==> config.mk <==
export PLATFORM = sky130hd
export DESIGN_NAME = dmem_bank
export DESIGN_NICKNAME = d
export VERILOG_FILES = /design/src/rtl/dmem_pkg.sv /design/src/rtl/dmem_array.sv /design/src/rtl/dmem_bank.sv
export SDC_FILE = /design/constraint.sdc
export NUM_CORES = 1
export LEC_CHECK = 0
export ABC_AREA = 1
export CAP_MARGIN = 20
export CORE_MARGIN = 3
export CORE_UTILIZATION = 49
export CTS_CLUSTER_DIAMETER = 30
export DETAILED_ROUTE_END_ITERATION = 7
export GPL_TIMING_DRIVEN = 0
export HOLD_SLACK_MARGIN = 0.1
export PLACE_DENSITY = 0.67
export REMOVE_ABC_BUFFERS = 1
export SYNTH_ARGS = -nofsm -noshare
export SYNTH_HDL_FRONTEND = slang
export SYNTH_SLANG_ARGS = --single-unit
==> constraint.sdc <==
create_clock -name clk -period 3.4 [get_ports clk]
set_input_delay 0.51 -clock clk [delete_from_list [all_inputs] [get_ports clk]]
set_output_delay 0.51 -clock clk [all_outputs]
set_load 0.01 [all_outputs]
==> src/rtl/dmem_pkg.sv <==
// Shared types and helpers for the dmem_bank data memory.
// Optional parity storage is enabled with DMEM_PARITY_EN.
package dmem_pkg;

    typedef enum logic {
        ST_INIT,
        ST_READY
    } state_t;

    localparam int RD_LAT_MIN = 1;
    localparam int RD_LAT_MAX = 2;
    localparam int PAR_MAX_W  = 64;

    // Even parity bit: zero-extension of narrower words leaves it unchanged.
    function automatic logic par_even(input logic [PAR_MAX_W-1:0] data);
        return ^data;
    endfunction

endpackage

==> src/rtl/dmem_array.sv <==
// Single-port-write, registered-read RAM without reset (maps to block RAM).
// Width includes the parity bit when DMEM_PARITY_EN is defined in the parent.
module dmem_array #(
    parameter int WIDTH = 8,
    parameter int DEPTH = 16,
    parameter int AW    = 4
) (
    input  logic             clk,
    input  logic             we,
    input  logic [AW-1:0]    waddr,
    input  logic [WIDTH-1:0] wdata,
    input  logic             re,
    input  logic [AW-1:0]    raddr,
    output logic [WIDTH-1:0] rdata_q
);

    logic [WIDTH-1:0] mem [DEPTH];

    always_ff @(posedge clk) begin
        if (we) begin
            mem[waddr] <= wdata;
        end
        if (re) begin
            rdata_q <= mem[raddr];
        end
    end

endmodule

==> src/rtl/dmem_bank.sv <==
// Parametrised data memory bank: init FSM, valid/ready port, pipelined reads.
// Define DMEM_PARITY_EN to store an even-parity bit per word (adds inj_par_err).
module dmem_bank
    import dmem_pkg::*;
#(
    parameter int DATA_W = 8,
    parameter int ADDR_W = 8,
    parameter int DEPTH  = 16,
    parameter int RD_LAT = 1
) (
    input  logic              clk,
    input  logic              reset,
    input  logic              req_valid,
    output logic              req_ready,
    input  logic              req_we,
    input  logic [ADDR_W-1:0] req_addr,
    input  logic [DATA_W-1:0] req_wdata,
`ifdef DMEM_PARITY_EN
    input  logic              inj_par_err,
`endif
    output logic              resp_valid,
    output logic [DATA_W-1:0] resp_rdata,
    output logic              resp_err,
    output logic              wr_err,
    output logic              busy
);

    localparam int CW  = (DEPTH > 1) ? $clog2(DEPTH) : 1;
    localparam int LAT = (RD_LAT >= RD_LAT_MAX) ? RD_LAT_MAX : RD_LAT_MIN;
`ifdef DMEM_PARITY_EN
    localparam int MW  = DATA_W + 1;
`else
    localparam int MW  = DATA_W;
`endif
    localparam logic [ADDR_W:0] DEPTH_L = (ADDR_W + 1)'(DEPTH);

    state_t          state_q, state_d;
    logic [CW-1:0]   init_cnt_q, init_cnt_d;
    logic            wr_err_q, wr_err_d;
    logic            v1_q, v1_d;
    logic            oor1_q, oor1_d;

    logic            accept;
    logic            in_range;
    logic            arr_we;
    logic [CW-1:0]   arr_waddr;
    logic [DATA_W-1:0] wr_data_raw;
    logic [MW-1:0]   arr_wdata;
    logic            arr_re;
    logic [MW-1:0]   arr_rdata;
    logic [DATA_W-1:0] s1_data;
    logic            s1_err;
`ifdef DMEM_PARITY_EN
    logic            par_flip;
`endif

    assign req_ready = (state_q == ST_READY);
    assign busy      = (state_q == ST_INIT);
    assign accept    = req_valid && req_ready;
    assign in_range  = {1'b0, req_addr} < DEPTH_L;
    assign arr_re    = accept && !req_we;
    assign wr_err    = wr_err_q;

    always_comb begin
        state_d     = state_q;
        init_cnt_d  = init_cnt_q;
        arr_we      = 1'b0;
        arr_waddr   = init_cnt_q;
        wr_data_raw = DATA_W'(init_cnt_q);
`ifdef DMEM_PARITY_EN
        par_flip    = 1'b0;
`endif
        unique case (1'b1)
            (state_q == ST_INIT): begin
                arr_we     = 1'b1;
                init_cnt_d = init_cnt_q + CW'(1);
                if (init_cnt_q == CW'(DEPTH - 1)) begin
                    state_d    = ST_READY;
                    init_cnt_d = '0;
                end
            end
            (state_q == ST_READY): begin
                if (accept && req_we && in_range) begin
                    arr_we      = 1'b1;
                    arr_waddr   = req_addr[CW-1:0];
                    wr_data_raw = req_wdata;
`ifdef DMEM_PARITY_EN
                    par_flip    = inj_par_err;
`endif
                end
            end
        endcase
    end

`ifdef DMEM_PARITY_EN
    assign arr_wdata = {par_even(PAR_MAX_W'(wr_data_raw)) ^ par_flip,
                        wr_data_raw};
`else
    assign arr_wdata = wr_data_raw;
`endif

    always_comb begin
        v1_d     = accept && !req_we;
        oor1_d   = accept && !req_we && !in_range;
        wr_err_d = accept && req_we && !in_range;
    end

    always_ff @(posedge clk or negedge reset) begin
        if (!reset) begin
            state_q    <= ST_INIT;
            init_cnt_q <= '0;
            wr_err_q   <= 1'b0;
            v1_q       <= 1'b0;
            oor1_q     <= 1'b0;
        end else begin
            state_q    <= state_d;
            init_cnt_q <= init_cnt_d;
            wr_err_q   <= wr_err_d;
            v1_q       <= v1_d;
            oor1_q     <= oor1_d;
        end
    end

    dmem_array #(
        .WIDTH (MW),
        .DEPTH (DEPTH),
        .AW    (CW)
    ) u_array (
        .clk     (clk),
        .we      (arr_we),
        .waddr   (arr_waddr),
        .wdata   (arr_wdata),
        .re      (arr_re),
        .raddr   (req_addr[CW-1:0]),
        .rdata_q (arr_rdata)
    );

    // Out-of-range reads return zero; the RAM output is don't-care there.
    assign s1_data = oor1_q ? '0 : arr_rdata[DATA_W-1:0];
`ifdef DMEM_PARITY_EN
    assign s1_err  = oor1_q ||
        (arr_rdata[DATA_W] != par_even(PAR_MAX_W'(arr_rdata[DATA_W-1:0])));
`else
    assign s1_err  = oor1_q;
`endif

    if (LAT == RD_LAT_MIN) begin : g_lat1
        logic [DATA_W-1:0] hold_q, hold_d;

        assign hold_d = v1_q ? s1_data : hold_q;

        always_ff @(posedge clk or negedge reset) begin
            if (!reset) begin
                hold_q <= '0;
            end else begin
                hold_q <= hold_d;
            end
        end

        assign resp_valid = v1_q;
        assign resp_rdata = hold_d;
        assign resp_err   = v1_q && s1_err;
    end else begin : g_lat2
        logic              v2_q, v2_d;
        logic              err2_q, err2_d;
        logic [DATA_W-1:0] rdata2_q, rdata2_d;

        always_comb begin
            v2_d     = v1_q;
            err2_d   = v1_q && s1_err;
            rdata2_d = v1_q ? s1_data : rdata2_q;
        end

        always_ff @(posedge clk or negedge reset) begin
            if (!reset) begin
                v2_q     <= 1'b0;
                err2_q   <= 1'b0;
                rdata2_q <= '0;
            end else begin
                v2_q     <= v2_d;
                err2_q   <= err2_d;
                rdata2_q <= rdata2_d;
            end
        end

        assign resp_valid = v2_q;
        assign resp_rdata = rdata2_q;
        assign resp_err   = err2_q;
    end

endmodule

# After elaboration in Yosys (flattened, before gate mapping)
# Memory sizes are Yosys's and may differ from the RTL's. A register that Yosys moved wholly into a read port is not among the register bits.
# Cells that the tools add are included.
[totals]
out_inout_bits = 13
inputBits = 20
mem_bits_rw = 128
word_cells = 33
regBits = 16
mem_count = 1
[op_classes]
mux = 13
magnitude_cmp = 1
n_addsub = 1
bitwise_logic = 1
n_reduce_logical = 9
n_eq_ne = 1
[memory_table]
columns = ["name", "words", "word_bits", "rd", "rd_clocked_by_memory_dff", "wr", "line_no", "text"]
rows = [
  ["u_array.mem", 16, 8, 1, 1, 1, "dmem_array.sv:17", "logic [WIDTH-1:0] mem [DEPTH];"],
]
[op_table]
columns = ["cell", "count"]
rows = [
  ["$mux W8", 4],
  ["$mux W4", 3],
  ["$lt A8 B5 Y1 const B", 1],
  ["$logic_and A1 B1 Y1", 7],
  ["$mux W1", 5],
  ["$add A4 B1 Y4 const B", 1],
  ["$eq A4 B4 Y1 const B", 1],
  ["$logic_not A1 Y1", 2],
  ["$pmux W1 S2", 1],
  ["$not A1 Y1", 1],
]

# Depth between registers and ports, before layout
[depth]
depth_word = 7
depth_mapped = 9

# Hierarchy
# From an unflattened synthesis, not the netlist that was laid out.
[hier_totals]
hier_cells = 654
area_unflattened_um2 = 6705.2
[by_module_without_submodules]
columns = ["module", "area_per_inst_um2", "cells_each", "instances"]
rows = [
  ["dmem_array", 5846.9, 551, 1],
  ["dmem_bank", 858.3, 103, 1],
]

# Least setup slack after synthesis
# OpenSTA, ideal clock, no wires.
[synth_timing]
path_type = "input -> register"
from = "in req_addr[0]"
to = "mem u_array.mem[11][0] (enable)"
stages = 7
path_slack_ns = 1.412
arrival_time_ns = 1.618
required_time_ns = 3.030
cell_sequence = "buf_2 -> buf_2 -> buf_2 -> nand2_1 -> nand2_1 -> nand2_1 -> nor2_1"
[synth_via]
elab_chain_len = 6
[synth_lines]
columns = ["element", "line_no", "text"]
rows = [
  ["start, declared", "dmem_bank.sv:16", "input logic [ADDR_W-1:0] req_addr,"],
  ["$lt A8 B5 Y1", "dmem_bank.sv:60", "assign in_range = {1'b0, req_addr} < DEPTH_L;"],
  ["$logic_and A1 B1 Y1", "dmem_bank.sv:83", "if (accept && req_we && in_range) begin"],
  ["$mux W1", "dmem_bank.sv:83", ""],
  ["$pmux W1 S2", "dmem_bank.sv:73", "unique case (1'b1)"],
  ["$mux W1", "dmem_array.sv:20", "if (we) begin"],
  ["$mux W1 (not written as such)", "dmem_array.sv:21", "mem[waddr] <= wdata;"],
  ["end, declared", "dmem_array.sv:17", ""],
]
# Several ways; a longest one is shown, not always the timed one.

# Worst setup path in the final report
[layout_timing]
from = "in req_addr[2]"
to = "mem u_array.mem[2][5] (enable)"
# Same word-level chain as after synthesis.

==> impl_metrics.env <==
export IMPL_synth_yosys_warnings=0
export IMPL_design_power_total_mw=4.13
export IMPL_rsz0062_at_grt="false"
export IMPL_synthToLayoutAreaGrowth_pct=16.8
export IMPL_clock_tree_from_tritoncts="yes"
export IMPL_maxCapViolations=0
export IMPL_worst_ep_arrival_time_ps=3060
export IMPL_outcome="finished, final reports clean"
export IMPL_timing_hold_worst_start="u_array.rdata_q[1]"
export IMPL_first_global_vias=4139
export IMPL_synth_area_top_cells="sky130_fd_sc_hd__edfxtp_1 64%, sky130_fd_sc_hd__nand2_1 7.6%, sky130_fd_sc_hd__dfrtp_1 6.2%"
export IMPL_final_critical_delay_including_setup_and_external_delays_ps=3020
export IMPL_detailedRoute_firstPassIterationCount=5
export IMPL_power_per_cell_area_nw_per_um2=551
export IMPL_clockBufferDepth=2
export IMPL_diodes=0
export IMPL_netlist_cell_type_count=20
export IMPL_layout_common_cells="136 x sky130_fd_sc_hd__edfxtp_1, 130 x sky130_fd_sc_hd__nand2_1, 77 x sky130_fd_sc_hd__nor2_1"
export IMPL_avgRoutedWirePerCell_um=18.1
export IMPL_crit_type="in -> reg"
export IMPL_drive_above_1_share_pct=7.44
export IMPL_report_final_hold_viol_count=0
export IMPL_detailroute_via_count=4284
export IMPL_height_of_the_chip_um=120
export IMPL_drt_vias_per_instance=5.42
export IMPL_postSynthCellCount=576
export IMPL_grt_antenna_before_repair=0
export IMPL_netlist_area_leader_share_pct=63.7
export IMPL_timing_critical_path_from="req_addr[2]"
export IMPL_timing_fmax_mhz=331
export IMPL_clockRootBuffer="sky130_fd_sc_hd__clkbuf_16"
export IMPL_post_cts_repair_setup_buffers=0
export IMPL_post_dp_hpwl_um=8900
export IMPL_fp_dieArea_um2=14500
export IMPL_initial_utilization_pct=50.4
export IMPL_yosys_register_bits=152
export IMPL_cts_num_sinks=152
export IMPL_wp_data_required_ps=3440
export IMPL_timing_final_setup_violations=0
export IMPL_core_area_um2=12700
export IMPL_path_clk_slew_ps=60
export IMPL_layout_worst_path_cycle_share_pct=88.7
export IMPL_fin_util_pct=58.9
export IMPL_gpl_final_weighted_congestion=0.836
export IMPL_post_cts_resized_instances=0
export IMPL_cts_inserted_buffers=17
export IMPL_yosys_area_top_type="sky130_fd_sc_hd__edfxtp_1"
export IMPL_rr_startpoint="req_ready"
export IMPL_hold_path_class="reg -> reg"
export IMPL_drt_total_wl_um=14300
export IMPL_critPathMaxFanout=18
export IMPL_gr_total_overflow=0
export IMPL_grt_total_usage_pct=20.9
export IMPL_leading_cell_type_in_the_layout_fill_and_taps_excluded="sky130_fd_sc_hd__edfxtp_1"
export IMPL_initialDrtViolationCount=398
export IMPL_antenna_violating_nets_left=0
export IMPL_remaining_max_slew_budget_at_the_tightest_pin_pct=37.5
export IMPL_slew_viol_final=0
export IMPL_syn_avg_cell_area_um2=11.1
export IMPL_proportion_of_synthesized_chip_area_in_sequential_cells_pct=69.9
export IMPL_syn_cell_area_um2=6410
export IMPL_fin_worst_skew_ps=5.81
export IMPL_finalNetCount=627
export IMPL_pin_count_of_the_biggest_net_entering_global_routing=87
export IMPL_row_count=41
export IMPL_timing_critical_path_to_type="flip-flop"
export IMPL_worst_slew_pin_slew_ps=934
export IMPL_clk_insertion_delay_late_ps=420
export IMPL_die_width_um=120
export IMPL_max_vdd_ir_drop_v=0.000363
export IMPL_grt_pass1_wl_um=22400
export IMPL_worstSetupStartpointType="input pin"
export IMPL_drcViolationCount=0
export IMPL_ioPinCount=33
export IMPL_io_buffer_count=32
export IMPL_postCtsHoldBufs=0
export IMPL_static_leakage_power_nw=2.97
export IMPL_number_of_levels_the_h_tree_was_split_into=4
## registers in the layout, indices dropped and copies added (netlist names)
signal and count:
u_array.rdata_q 8, g_lat1.hold_q 8, resp_valid 1, u_array.mem 128
oor1_q 1, init_cnt_q 4, req_ready 1, wr_err 1
## power by group
group / total [mW] / internal [mW] / switching, mW
combinational: 0.233 / 0.0895 / 0.143
sequential: 2.04 / 2.03 / 0.00723
clock: 1.86 / 1.14 / 0.718
## layout make-up
class	instances	area [um2]
Clock buffer	17	425
Clock inverter	14	155
Fill cell	1079	5230
Inverter	46	173
Multi-Input combinational cell	351	1630
Sequential cell	152	4480
Tap cell	172	215
Timing Repair Buffer	38	407
## synth_stat cells
cell type and number:
sky130_fd_sc_hd__inv_1 43, sky130_fd_sc_hd__buf_2 16, sky130_fd_sc_hd__clkbuf_1 10, sky130_fd_sc_hd__nand2_2 2
sky130_fd_sc_hd__o21ai_0 39, sky130_fd_sc_hd__nand3_4 1, sky130_fd_sc_hd__edfxtp_1 136, sky130_fd_sc_hd__nand4_1 5
sky130_fd_sc_hd__a21oi_1 1, sky130_fd_sc_hd__ha_1 1, sky130_fd_sc_hd__o211ai_1 20, sky130_fd_sc_hd__buf_4 1
sky130_fd_sc_hd__nor2_4 4, sky130_fd_sc_hd__nand3_2 4, sky130_fd_sc_hd__nand2_1 130, sky130_fd_sc_hd__nand3_1 63
sky130_fd_sc_hd__nor2_1 77, sky130_fd_sc_hd__o21bai_1 4, sky130_fd_sc_hd__dfrtp_1 16, sky130_fd_sc_hd__clkinv_1 3
## cells by family (layout without fill, tap and decap cells)
group | after synthesis | in the layout | synth area share [%]
and+or+nand+nor | 286 | 286 | 19.3
AOI/OAI and AO/OA | 64 | 64 | 5.93
adders and majority gates | 1 | 1 | 0.195
buffers and inverters | 73 | 115 | 4.64
DFF | 152 | 152 | 69.9
## routing by layer
metal | part of all wire (%) | routed length, um | GRT usage (%)
met3 | 7.6 | 1090 | 4.91
met5 | 0 | 0 | 0
met2 | 50 | 7100 | 33.9
met1 | 41 | 5850 | 27.6
met4 | 1.7 | 245 | 8.22
## worst paths after layout
kind | to | slack, ps | depth (start not counted)
worst min register to register | g_lat1.hold_q[1] | 520 | 2
max in group asynchronous | req_ready | 2380 | 1
worst max-delay path | u_array.mem[2][5] | 380 | 6
worst max register to register | u_array.mem[2][5] | 970 | 6
worst min-delay path | g_lat1.hold_q[1] | 520 | 2
min in group asynchronous | g_lat1.hold_q[1] | 540 | 1
## critical path: stages
cell	delay [ps]
sky130_fd_sc_hd__clkdlybuf4s50_1	840
sky130_fd_sc_hd__clkinv_1	610
sky130_fd_sc_hd__nand2_1	100
sky130_fd_sc_hd__nand2_1	130
sky130_fd_sc_hd__nand2_1	110
sky130_fd_sc_hd__nor2_1	740
## per-stage QoR
step	instances	setup slack, ps	area (um2)	setup TNS [ps]	hold WS (ps)
finish	790	383	7490	0	523
detailed placement	757	-60.9	6890	-328	513
floorplan	549	907	6290	0	214
CTS	788	381	7470	0	529
global placement	753	-3220	6820	-298320	518
global route	790	100	7490	0	576
Note: power is estimated with default switching activity, not from simulation.
